### config.mk
export PLATFORM = sky130hd
export DESIGN_NAME = scp_079_ctrl
export DESIGN_NICKNAME = d
export VERILOG_FILES = /design/src/rtl/scp_079_ctrl.sv
export SDC_FILE = /design/constraint.sdc
export NUM_CORES = 1
export LEC_CHECK = 0
export ABC_CLOCK_PERIOD_IN_PS = 2250
export CAP_MARGIN = 15
export CORE_ASPECT_RATIO = 0.7
export CORE_UTILIZATION = 49
export CTS_CLUSTER_DIAMETER = 120
export DETAILED_ROUTE_END_ITERATION = 10
export PLACE_DENSITY = 0.77
export SLEW_MARGIN = 10
export SYNTH_ARGS = -nofsm -noshare
export SYNTH_HDL_FRONTEND = slang
export SYNTH_SLANG_ARGS = --single-unit
### constraint.sdc
create_clock -name clock -period 2.25 [get_ports clock]
set_input_delay 0.3375 -clock clock [delete_from_list [all_inputs] [get_ports clock]]
set_output_delay 0.3375 -clock clock [all_outputs]
set_load 0.01 [all_outputs]
### src/rtl/scp_079_ctrl.sv
// Containment controller: tracks the green/yellow/red light phase, times each
// phase, escalates alarms while red persists, and counts rule violations.
module scp_079_ctrl #(
   parameter int unsigned TIMER_W      = 6,
   parameter int unsigned N_ALARM      = 3,
   parameter int unsigned RED_STEP     = 5,
   parameter int unsigned RED_LIMIT    = 20,
   parameter int unsigned CLEAR_CYCLES = 4,
   parameter bit          STRICT       = 1'b1,
   parameter int unsigned CNT_W        = 4
) (
   input  logic               clock,
   input  logic               reset,
   input  logic               green,
   input  logic               yellow,
   input  logic               red,
   output logic [2:0]         state,
   output logic [TIMER_W-1:0] timer,
   output logic [N_ALARM-1:0] alarm,
   output logic               cheat_out,
   output logic [CNT_W-1:0]   cheat_cnt
);

   typedef enum logic [2:0] {
      StIdle     = 3'd0,
      StGo       = 3'd1,
      StCaution  = 3'd2,
      StHalt     = 3'd3,
      StLockdown = 3'd4
   } state_e;

   localparam logic [TIMER_W-1:0] TimerMax  = {TIMER_W{1'b1}};
   localparam logic [TIMER_W-1:0] RedLast   = TIMER_W'(RED_LIMIT - 1);
   localparam logic [TIMER_W-1:0] ClearLast = TIMER_W'(CLEAR_CYCLES - 1);
   localparam logic [CNT_W-1:0]   CntMax    = {CNT_W{1'b1}};

   state_e               state_q, state_d;
   logic [TIMER_W-1:0]   timer_q, timer_d;
   logic                 cheat_q, cheat_d;
   logic [CNT_W-1:0]     cnt_q, cnt_d;

   logic                 green_only, yellow_only, red_only;
   logic                 illegal;
   logic                 cheat_ev;
   logic                 lock_clr;

   assign green_only  = green & ~yellow & ~red;
   assign yellow_only = ~green & yellow & ~red;
   assign red_only    = ~green & ~yellow & red;
   // Two or more lights at once.
   assign illegal     = (green & yellow) | (green & red) | (yellow & red);

   // Next phase, cheat detection and lockdown clear-count reset.
   always_comb begin
      state_d  = state_q;
      cheat_ev = 1'b0;
      lock_clr = 1'b0;
      case (state_q)
         StIdle: begin
            if (green_only)       state_d = StGo;
            else if (yellow_only) state_d = StCaution;
            else if (red_only)    state_d = StHalt;
            cheat_ev = illegal;
         end
         StGo: begin
            if (yellow_only) begin
               state_d = StCaution;
            end else if (red_only) begin
               state_d  = StHalt;
               cheat_ev = STRICT;
            end
            if (illegal) cheat_ev = 1'b1;
         end
         StCaution: begin
            if (green_only)    state_d = StGo;
            else if (red_only) state_d = StHalt;
            cheat_ev = illegal;
         end
         StHalt: begin
            // An exit light wins over the red-limit lockdown.
            if (green_only)             state_d = StGo;
            else if (yellow_only)       state_d = StCaution;
            else if (timer_q == RedLast) state_d = StLockdown;
            cheat_ev = illegal;
         end
         StLockdown: begin
            // Only an unbroken run of green-alone edges releases the lockdown.
            if (!green_only)               lock_clr = 1'b1;
            else if (timer_q == ClearLast) state_d  = StGo;
         end
         default: state_d = StIdle;
      endcase
   end

   // Timer: cleared on any phase change, otherwise saturating count.
   always_comb begin
      timer_d = timer_q;
      if (state_d != state_q || lock_clr) timer_d = '0;
      else if (timer_q != TimerMax)       timer_d = timer_q + 1'b1;
   end

   // Sticky cheat flag and saturating event counter.
   always_comb begin
      cheat_d = cheat_q;
      cnt_d   = cnt_q;
      if (cheat_ev) begin
         cheat_d = 1'b1;
         if (cnt_q != CntMax) cnt_d = cnt_q + 1'b1;
      end
   end

   // State registers with asynchronous reset.
   always_ff @(posedge clock or posedge reset) begin
      if (reset) begin
         state_q <= StIdle;
         timer_q <= '0;
         cheat_q <= 1'b0;
         cnt_q   <= '0;
      end else begin
         state_q <= state_d;
         timer_q <= timer_d;
         cheat_q <= cheat_d;
         cnt_q   <= cnt_d;
      end
   end

   // Alarm decode straight off the registered phase and timer.
   always_comb begin
      alarm = '0;
      if (state_q == StHalt) begin
         for (int k = 0; k < int'(N_ALARM); k++) begin
            alarm[k] = (32'(timer_q) >= (32'(k) + 32'd1) * RED_STEP);
         end
      end else if (state_q == StLockdown) begin
         alarm = '1;
      end
   end

   assign state     = state_q;
   assign timer     = timer_q;
   assign cheat_out = cheat_q;
   assign cheat_cnt = cnt_q;

endmodule

==> metrics.md <==
| Metric | Value |
|---|---|
| Via Count | `917` |
| Initial antenna violation count | `0` |
| Worst-margin pin slew | `roughly 0.48 ns` |
| Complex-gate fraction of the synthesized area | `19.03%` |
| Detail Placement HPWL | `between 1500 and 2000 um` |
| Final GP Congestion | `0.8282` |
| # hold bufs at CTS | `0` |
| R2r setup slk | `0.12 ns` |
| Worst EP required | `2.40 ns` |
| Met3 GRT Util | `between 1 and 1.5%` |
| Max-slew violation count | `0` |
| CTS clk-pin slew, worst paths | `0.08 ns` |
| Synth top area share | `34.83%` |
| Final hold violation count | `0` |
| Post-synthesis mux area share | `approximately 3.1%` |
| Syn Nets | `120` |
| Total Wirelength | `roughly 2300 um` |
| Pre-antenna DRT Iters | `4` |
| Total gr overflow | `0` |
| N_diodes | `0` |
| DR iter-0 viols | `45` |
| Effective utilization at floorplan | `53.32%` |
| Crit Path Category | `flip-flop to flip-flop` |
| DIE AREA | `0.002241 mm2` |
| Number of synthesized flops with an enable pin | `0` |
| Register area | `350.3 um2` |
| Critical Path Sink Type | `flip-flop` |
| Max Freq | `470.3 MHz` |
| Root buf cell | `clkbuf_4` |
| Top post-synthesis cells by count | `dfrtp_1, nor2_1, o21ai_0, xnor2_1` |
| CTS tree | `yes` |
| Outcome | `complete, no violations` |
| Slowest cell on the critical path | `or3b_1` |
| Met1 GRT Util | `slightly below 30%` |
| Synth top area cells | `dfrtp_1, ha_1, xnor2_1` |
| Total Power | `1.243 mW` |
| CTS sink count | `14` |
| Total CTS buffers | `3` |
| Post-Syn Area | `0.001006 mm2` |
| Top-count cell post-synth | `dfrtp_1` |
| Largest family of logic cells by synthesized area | `simple AND/OR/NAND/NOR gates` |
| Max-cap viol count | `0` |
| GRT Overall Usage | `19.54%` |
| Leak | `0.5403 nW` |
| Routed Antenna Nets | `0` |
| Hold/Removal Path Class | `primary input to async pin` |
| Core area | `around 0.0019 mm2` |
| Count of nets after finishing | `148` |
| Min Hold Slack | `0.3885 ns` |
| Share of post-route cells with drive strength above 1 | `16.79%` |
| Avg Cell Area, Syn | `9.145 um2` |
| Max Root-Sink Buffers | `2` |
| DRC errors left | `0` |
| Row count | `13` |
| Minimum clock period | `approximately 2.1 ns` |
| Unrepaired setup endpoints after global routing | `false` |
| Ys Warns | `0` |
| Ports | `22` |
| Most area-hungry cell type in the Yosys netlist | `dfrtp_1` |
| Buf/Inv on CP | `0` |
| Final non-filler cell total | `159` |
| Clk_lat worst skew | `around 0.27 ns` |
| Placed Instances | `~150` |
| Adder-cell area share of the yosys netlist | `under 10%` |
| Prevailing post-synth register cell | `dfrtp_1` |
| Power density cells | `946.2 mW/mm2` |
| Top Usage Layer GRT | `met2` |
| Sequential share of the synthesized area | `34.83%` |
| Simple-Gate Fraction of Synth Area | `25.00%` |
| Width of the die | `56.16 um` |
| Post-synth ARST share | `100.0%` |
| Worst Path Max Fanout | `6` |
| Layout area overhead | `30.60%` |
| #FFs+latches synth | `14` |
| Period utilisation layout | `94.50%` |
| Cell family with most CP delay | `simple AND/OR/NAND/NOR gates` |
| Largest net degree at the start of global routing | `15` |
| XOR/XNOR share of the synthesized area | `under 10%` |
| Vias in the first global route | `731` |
| WL/cell | `14.47 um` |
| Worst VDD drop | `0.7319 mV` |
| FILL cells | `143` |
| Routing usage on met2 | `31.55%` |
| Vias per std cell | `between 5 and 6` |
| Buffers on Ports | `21` |
| WP data arrival | `2.27 ns` |
| Crit path cell chain | `ha_1 > or3b_1 > nor4b_1 > o22ai_1 > o2111ai_4 > nor2_1` |
| Synth unique cells | `41` |
| Multi-input combinational cell area | `between 600 and 700 um2` |
| Clock Skews | `0.003992 ns` |
| Crit path largest cell delay | `0.47 ns` |
| Syn Inst Count | `110` |
| Final setup viols | `0` |
| Critical Path Start Type | `flip-flop` |
| H-tree levels | `1` |
| Slew Limit Headroom | `67.83%` |
| Chip height | `around 40 um` |
| Global-route wire length before repair | `3305 um` |
final timing paths:
| kind | startpoint | endpoint | depth (start not counted) |
|---|---|---|---|
| hold / removal | reset | timer[4] | 2 |
| min in group clock | cheat_out | cheat_out | 1 |
| max in group asynchronous | reset | timer[3] | 2 |
| setup reg to reg | timer[0] | timer[1] | 6 |
| setup / recovery | timer[0] | timer[1] | 6 |
| hold reg to reg | cheat_out | cheat_out | 1 |
per-stage QoR:
| step | setup slack (ns) | util, % | TNS (ns) | area [um2] |
|---|---|---|---|---|
| global route | 0.008748 | 69.63 | 0 | 1314 |
| floorplan | 0.1882 | - | 0 | 1006 |
| global placement | 0.03509 | 66.84 | 0 | 1261 |
| finish | 0.1238 | 69.63 | 0 | 1314 |
| CTS | 0.08534 | 69.36 | 0 | 1309 |
| detailed placement | -0.03510 | 66.84 | -0.03510 | 1261 |
state kept, by name, indices dropped and copies added, names as in the netlist:
register and cells:
cheat_cnt 4, cheat_out 1, timer 6, state 3
routing by layer:
| metal | vias up | share of wire, % | wire (um) |
|---|---|---|---|
| met3 | 0 | 6.5 | 149 |
| met1 | 434 | 49 | 1122 |
| met5 | - | 0 | 0 |
| met4 | 0 | 0 | 0 |
| li1 | 446 | - | - |
| met2 | 37 | 45 | 1029 |
power by group:
| part | leakage, nW | total, mW | switching, mW | internal (mW) |
|---|---|---|---|---|
| Combinational | 0.345 | 0.645 | 0.301 | 0.344 |
| Clock | 0.0210 | 0.172 | 0.0737 | 0.0981 |
| Sequential | 0.174 | 0.426 | 0.103 | 0.323 |
| Total | 0.540 | 1.24 | 0.478 | 0.765 |
what timing repair did:
action | in CTS | in global routing
endpoints found under the setup margin | 2 | 1
endpoints found under the hold margin | 0 | 0
pin swaps | 0 | 1
resized for setup | 3 | 2
buffers inserted | 2 | 0
kinds of logic (layout without fill, tap and decap cells):
family | after synthesis | count (layout)
muxes | 3 | 3
DFF | 14 | 14
and+or+nand+nor | 45 | 45
adders and majority gates | 5 | 5
AOI/OAI and AO/OA | 24 | 24
xor gates and xnor gates | 7 | 7
buffers and inverters | 12 | 39
cell type report:
type / count / area share [%]
multi-input combinational: 84 / 45.81
inverter: 4 / 1.143
tap: 22 / 2.095
sequential: 14 / 26.67
timing repair buffer: 31 / 21.52
clock buffer: 4 / 2.762
cells in the final DEF, fill, tap and decap left out, drive strengths merged, types with 4 or more instances in the layout:
master,instances
nor2,12
nand2b,4
dfrtp,14
nand3,5
buf,10
xnor2,6
inv,4
o21ai,7
clkdlybuf4s50,18
nand2,5
clkbuf,4
ha,5
(Power assumes the default switching activity.)
==> variant 1, RTL diff (config.mk and constraints unchanged) <==
The parameter `N_ALARM` goes from 3 to 6.
--- a/src/rtl/scp_079_ctrl.sv
+++ b/src/rtl/scp_079_ctrl.sv
@@ -3,5 +3,5 @@
 module scp_079_ctrl #(
    parameter int unsigned TIMER_W      = 6,
-   parameter int unsigned N_ALARM      = 3,
+   parameter int unsigned N_ALARM      = 6,
    parameter int unsigned RED_STEP     = 5,
    parameter int unsigned RED_LIMIT    = 20,
Ports: changed (resized alarm); port bits go from 22 to 25. The function was not compared with the original's and may differ.
==> variant 1 against the unedited design <==
- via count increased by 25%
- first-iteration DRC count rose to 3.0 times the old value
- wire length grew 47%
- setup slack lost 63 ps
- cell area rose by 18%
- power increased by 16%
- sequential cell count stayed put
- cell count rose by 23%
- synthesized area increased by 20%
- largest power group unchanged
==> variant 1: results (changes against the unedited design) <==
Status -> finished, final reports clean
Reg2Reg Depth -> 8 (+2)
Most frequent cells after synthesis -> dfrtp_1, nor2_1, o21ai_0
Syn Inst Count -> 134 (+22%)
HPWL after DPL -> 2340 um (+28%)
Logic gate share of total power -> 57.6% (+5.7 points)
Port Buffers -> 24 (+14%)
Tot GR Track Use -> 29.5% (+10 points)
Worst R2R Start -> timer[1]
Largest net degree at the start of global routing -> 20 (+5)
Syn_nets -> 144 (+20%)
Met2 WL post-DR -> 1700 um (+66%)
First DRT Iteration DRCs -> 137 (+200%)
Leakage -> 0.627 nW (+16%)
Root buf cell -> clkbuf_4
Number of fill cells -> 187 (+31%)
Hold WS -> 378 ps (-10.3 ps)
Slowest cell on the critical path -> clkdlybuf4s50_1
Via count -> 1150 (+25%)
Seq/Total Area, Yosys -> 29.1% (-5.7 points)
Worst-path clk slew -> 100 ps (+20 ps)
GPL Wtd Cong -> 0.814 (-1.8%)
Clk_lat worst skew -> 290 ps (+20 ps)
Slew at the pin closest to its max-slew limit -> 560 ps (+78.2 ps)
First-pass GRT wire length -> 5620 um (+70%)
Met3 routed WL -> 256 um (+72%)
Worst Skew -> 5.81 ps (+1.81 ps)
Non-filler instance count after layout -> 196 (+23%)
Average wire per standard cell -> 17.3 um (+19%)
Top sig layer -> met4
CP delay by family, top -> buffers and inverters
Critical R2R Capture -> timer[4]
GR Util met3 -> 8.06% (+6.7 points)
P_seq -> 0.418 mW (-2%)
Metal-1 WL -> 1330 um (+18%)
NumNets Final -> 175 (+18%)
GR Layer Usage met2 -> 48.0% (+16 points)
WP data arrival -> 1850 ps (-420 ps)
Vias in the first global route -> 1133 (+55%)
Clock Power Share -> 13.4% (-0.4 points)
CP max stage delay -> 550 ps (+80 ps)
Synth top area cells -> dfrtp_1, ha_1, nor2_1
Dpl cells -> 187 (+22%)
Worst VDD drop -> 0.695 mV (-5.1%)
Share of layout cells above drive strength 1 -> 24.4% (+7.6 points)
Crit path max fanout -> 9 (+3)
Synth cell types -> 53 (+29%)
Net Sw Power -> 0.582 mW (+22%)
GR Util met1 -> 37.0% (+7.6 points)
==> variant 1: cell count changes in the layout (fill, tap and decap cells not counted), sizes merged, moves of 2 or more <==
cell,change
a2111oi,+2
a21oi,+2
a22oi,+2
a41oi,+2
buf,+4
clkdlybuf4s50,+2
mux2i,-2
nand2b,-2
nor2b,+3
nor3,+4
o21a,+2
or3b,-2
xnor2,-2
==> variant 1: how the worst max path moves through the flow <==
stage,startpoint,slack [ps],to,cells past startpoint
floorplan,timer[0],400,timer[4],6
global placement,timer[1],100,alarm[0],6
detailed placement,green,30,timer[1],6
CTS,timer[1],8,alarm[4],7
global route,timer[1],-30,alarm[2],7
finish,state[1],60,alarm[5],3
==> variant 1: final cells by class <==
| type | count | share of cell area [%] |
|---|---|---|
| clock buffer | 4 | 2.33 |
| tap | 32 | 2.58 |
| inverter | 5 | 1.21 |
| multi-input combinational | 103 | 49.3 |
| timing repair buffer | 38 | 21.7 |
| sequential | 14 | 22.9 |
==> variant 1: timing repair <==
item	4_1_cts	5_1_grt
gates cloned	0	0
endpoints found under the setup margin	6	4
resized for setup	8	11
hold buffers	0	0
setup buffers	3	2
pin swaps	0	3
==> variant 1: cell families after synthesis <==
kind of cell,Yosys count,share of synthesized area [%]
AOI/OAI and AO/OA,37,26.3
muxes,1,0.935
and+or+nand+nor,54,25.9
buffers and inverters,17,8.21
DFF,14,29.1
adders and majority gates,5,5.20
xor gates and xnor gates,6,4.37
==> variant 1: stage by stage <==
| step | area [um2] | setup slack [ps] |
|---|---|---|
| floorplan | 1200 | 397 |
| global placement | 1470 | 104 |
| detailed placement | 1470 | 31.0 |
| CTS | 1540 | 8.11 |
| global route | 1550 | -32.0 |
| finish | 1550 | 60.4 |
==> variant 2, RTL diff (same flow settings) <==
Made on the original files. Register the inputs `green`, `yellow` and `red` before use, without a reset. The logic sees them one clock later.
--- a/src/rtl/scp_079_ctrl.sv
+++ b/src/rtl/scp_079_ctrl.sv
@@ -35,4 +35,14 @@
    localparam logic [CNT_W-1:0]   CntMax    = {CNT_W{1'b1}};
 
+   logic green_q;
+   logic yellow_q;
+   logic red_q;
+
+   always_ff @(posedge clock) begin
+      green_q  <= green;
+      yellow_q <= yellow;
+      red_q    <= red;
+   end
+
    state_e               state_q, state_d;
    logic [TIMER_W-1:0]   timer_q, timer_d;
@@ -45,9 +55,9 @@
    logic                 lock_clr;
 
-   assign green_only  = green & ~yellow & ~red;
-   assign yellow_only = ~green & yellow & ~red;
-   assign red_only    = ~green & ~yellow & red;
+   assign green_only  = green_q & ~yellow_q & ~red_q;
+   assign yellow_only = ~green_q & yellow_q & ~red_q;
+   assign red_only    = ~green_q & ~yellow_q & red_q;
    // Two or more lights at once.
-   assign illegal     = (green & yellow) | (green & red) | (yellow & red);
+   assign illegal     = (green_q & yellow_q) | (green_q & red_q) | (yellow_q & red_q);
 
    // Next phase, cheat detection and lockdown clear-count reset.
Function: changed (Yosys sat finds a counterexample within 4 cycles, from zero or initial values and one cycle with reset high).
==> variant 2 against the unedited design <==
- clock skew rose by 2.5 ps
- first-iteration DRC count rose to 2.6 times the old value
- sequential power rose by 14%
- sequential share of layout area rose by 2.2 points
- sequential cell count rose by 3
- cell area rose by 9.5%
- largest power group unchanged
- wire length rose by 18%
- cell count rose by 11%
- power rose by 1.1%
- critical path depth did not move
- setup slack got worse by 13 ps
- register-to-register slack improved by 220 ps
- die area rose by 14%
- synthesized area rose by 15%
- critical endpoint is now alarm[1]
==> variant 2: results (changes against the unedited design) <==
Critical Path Source -> timer[1]
Dpl cell area -> 1380 um2 (+9.5%)
First-pass GRT wire length -> 4650 um (+41%)
Routed WL -> 2710 um (+18%)
Reg2Reg Depth -> 7 (+1)
First DRT Iteration DRCs -> 115 (+160%)
WP data arrival -> 1800 ps (-470 ps)
Leakage -> 0.580 nW (+7.3%)
Worst Skew -> 6.46 ps (+2.47 ps)
Syn Area/Cell -> 9.54 um2 (+4.4%)
Async set or reset register ratio after synthesis -> 82.4% (-18 points)
GPL Wtd Cong -> 0.857 (+3.4%)
Number of fill cells -> 193 (+35%)
Clk_lat worst skew -> 300 ps (+30 ps)
Synth top area cells -> dfrtp_1, ha_1, dfxtp_1
Vias in the first global route -> 1015 (+39%)
Worst VDD drop -> 0.420 mV (-43%)
HPWL after DPL -> 1970 um (+8.0%)
Average wire per standard cell -> 15.3 um (+5.6%)
Tot GR Track Use -> 24.8% (+5.3 points)
Seq/Total Area, Yosys -> 35.5% (+0.71 points)
Synth cell types -> 49 (+20%)
Share of layout cells above drive strength 1 -> 19.3% (+2.5 points)
Status -> finished, final reports clean
Dpl cells -> 170 (+11%)
Worst slew margin -> 62.4% (-5.5 points)
Via density -> 5.75 (-0.37%)
DR pass1 iterations -> 4 (unchanged)
NumNets Final -> 156 (+5.4%)
Most frequent cells after synthesis -> dfrtp_1, inv_1, nor2_1, nor3_1, o21ai_0
==> variant 2: cell type report <==
type / count / area (um2) / area share [%]
clock inverters: 1 / 7.51 / 0.522
flip-flops and latches: 17 / 415 / 28.9
inverters: 7 / 26.3 / 1.83
multi-input cells: 90 / 672 / 46.7
clock buffers: 3 / 22.5 / 1.57
repair buffers: 27 / 255 / 17.7
well taps: 32 / 40.0 / 2.78
==> variant 2: layer usage <==
layer	part of all wire [%]	vias to the layer above	GRT usage [%]	wire length, um
li1	-	493	-	-
met2	45	24	37.8	1210
met1	50	498	35.8	1360
met4	0.41	0	4.19	11
met3	4.4	2	6.48	119
met5	0	-	0	0
==> variant 2: repair_timing <==
action / in CTS / in global routing
buffers inserted: 1 / 2
hold buffers: 0 / 0
setup endpoints to repair: 3 / 1
resized for setup: 6 / 1
==> variant 2: worst paths after layout <==
check | slack (ps) | end
max | 110 | alarm[1]
min | 380 | cheat_cnt[2]
max reg2reg | 340 | timer[4]
min reg2reg | 500 | cheat_out
max in group asynchronous | 1460 | timer[1]
min in group clock | 470 | yellow_q
==> variant 2: stage by stage <==
stage	worst slack [ps]	power (mW)	util, %	hold WS (ps)
3_3_place_gp	296	1.03	63.1	457
6_report	111	1.26	65.7	380
3_5_place_dp	254	1.05	63.1	463
2_1_floorplan	515	0.824	-	227
5_1_grt	16.1	1.35	65.7	421
4_1_cts	5.77	1.24	64.9	395
==> variant 2: cells by family after synthesis <==
group	share of synthesized area (%)
and+or+nand+nor	23.6
AOI/OAI and AO/OA	22.4
DFF	35.5
buffers and inverters	6.28
adders and majority gates	5.42
xor gates and xnor gates	3.03
muxes	3.68
==> variant 2: worst max-delay path, stage by stage (launching register included) <==
cell	delay, ps
dfrtp_2	460
buf_4	150
ha_1	160
o31a_1	240
nor3_1	120
o21ai_0	80
dlygate4sd2_1	280
==> variant 2: power breakdown <==
part           leakage (nW)  switching, mW  internal, mW
Sequential            0.190          0.110         0.375
Clock                0.0139          0.108        0.0677
Combinational         0.376          0.282         0.314
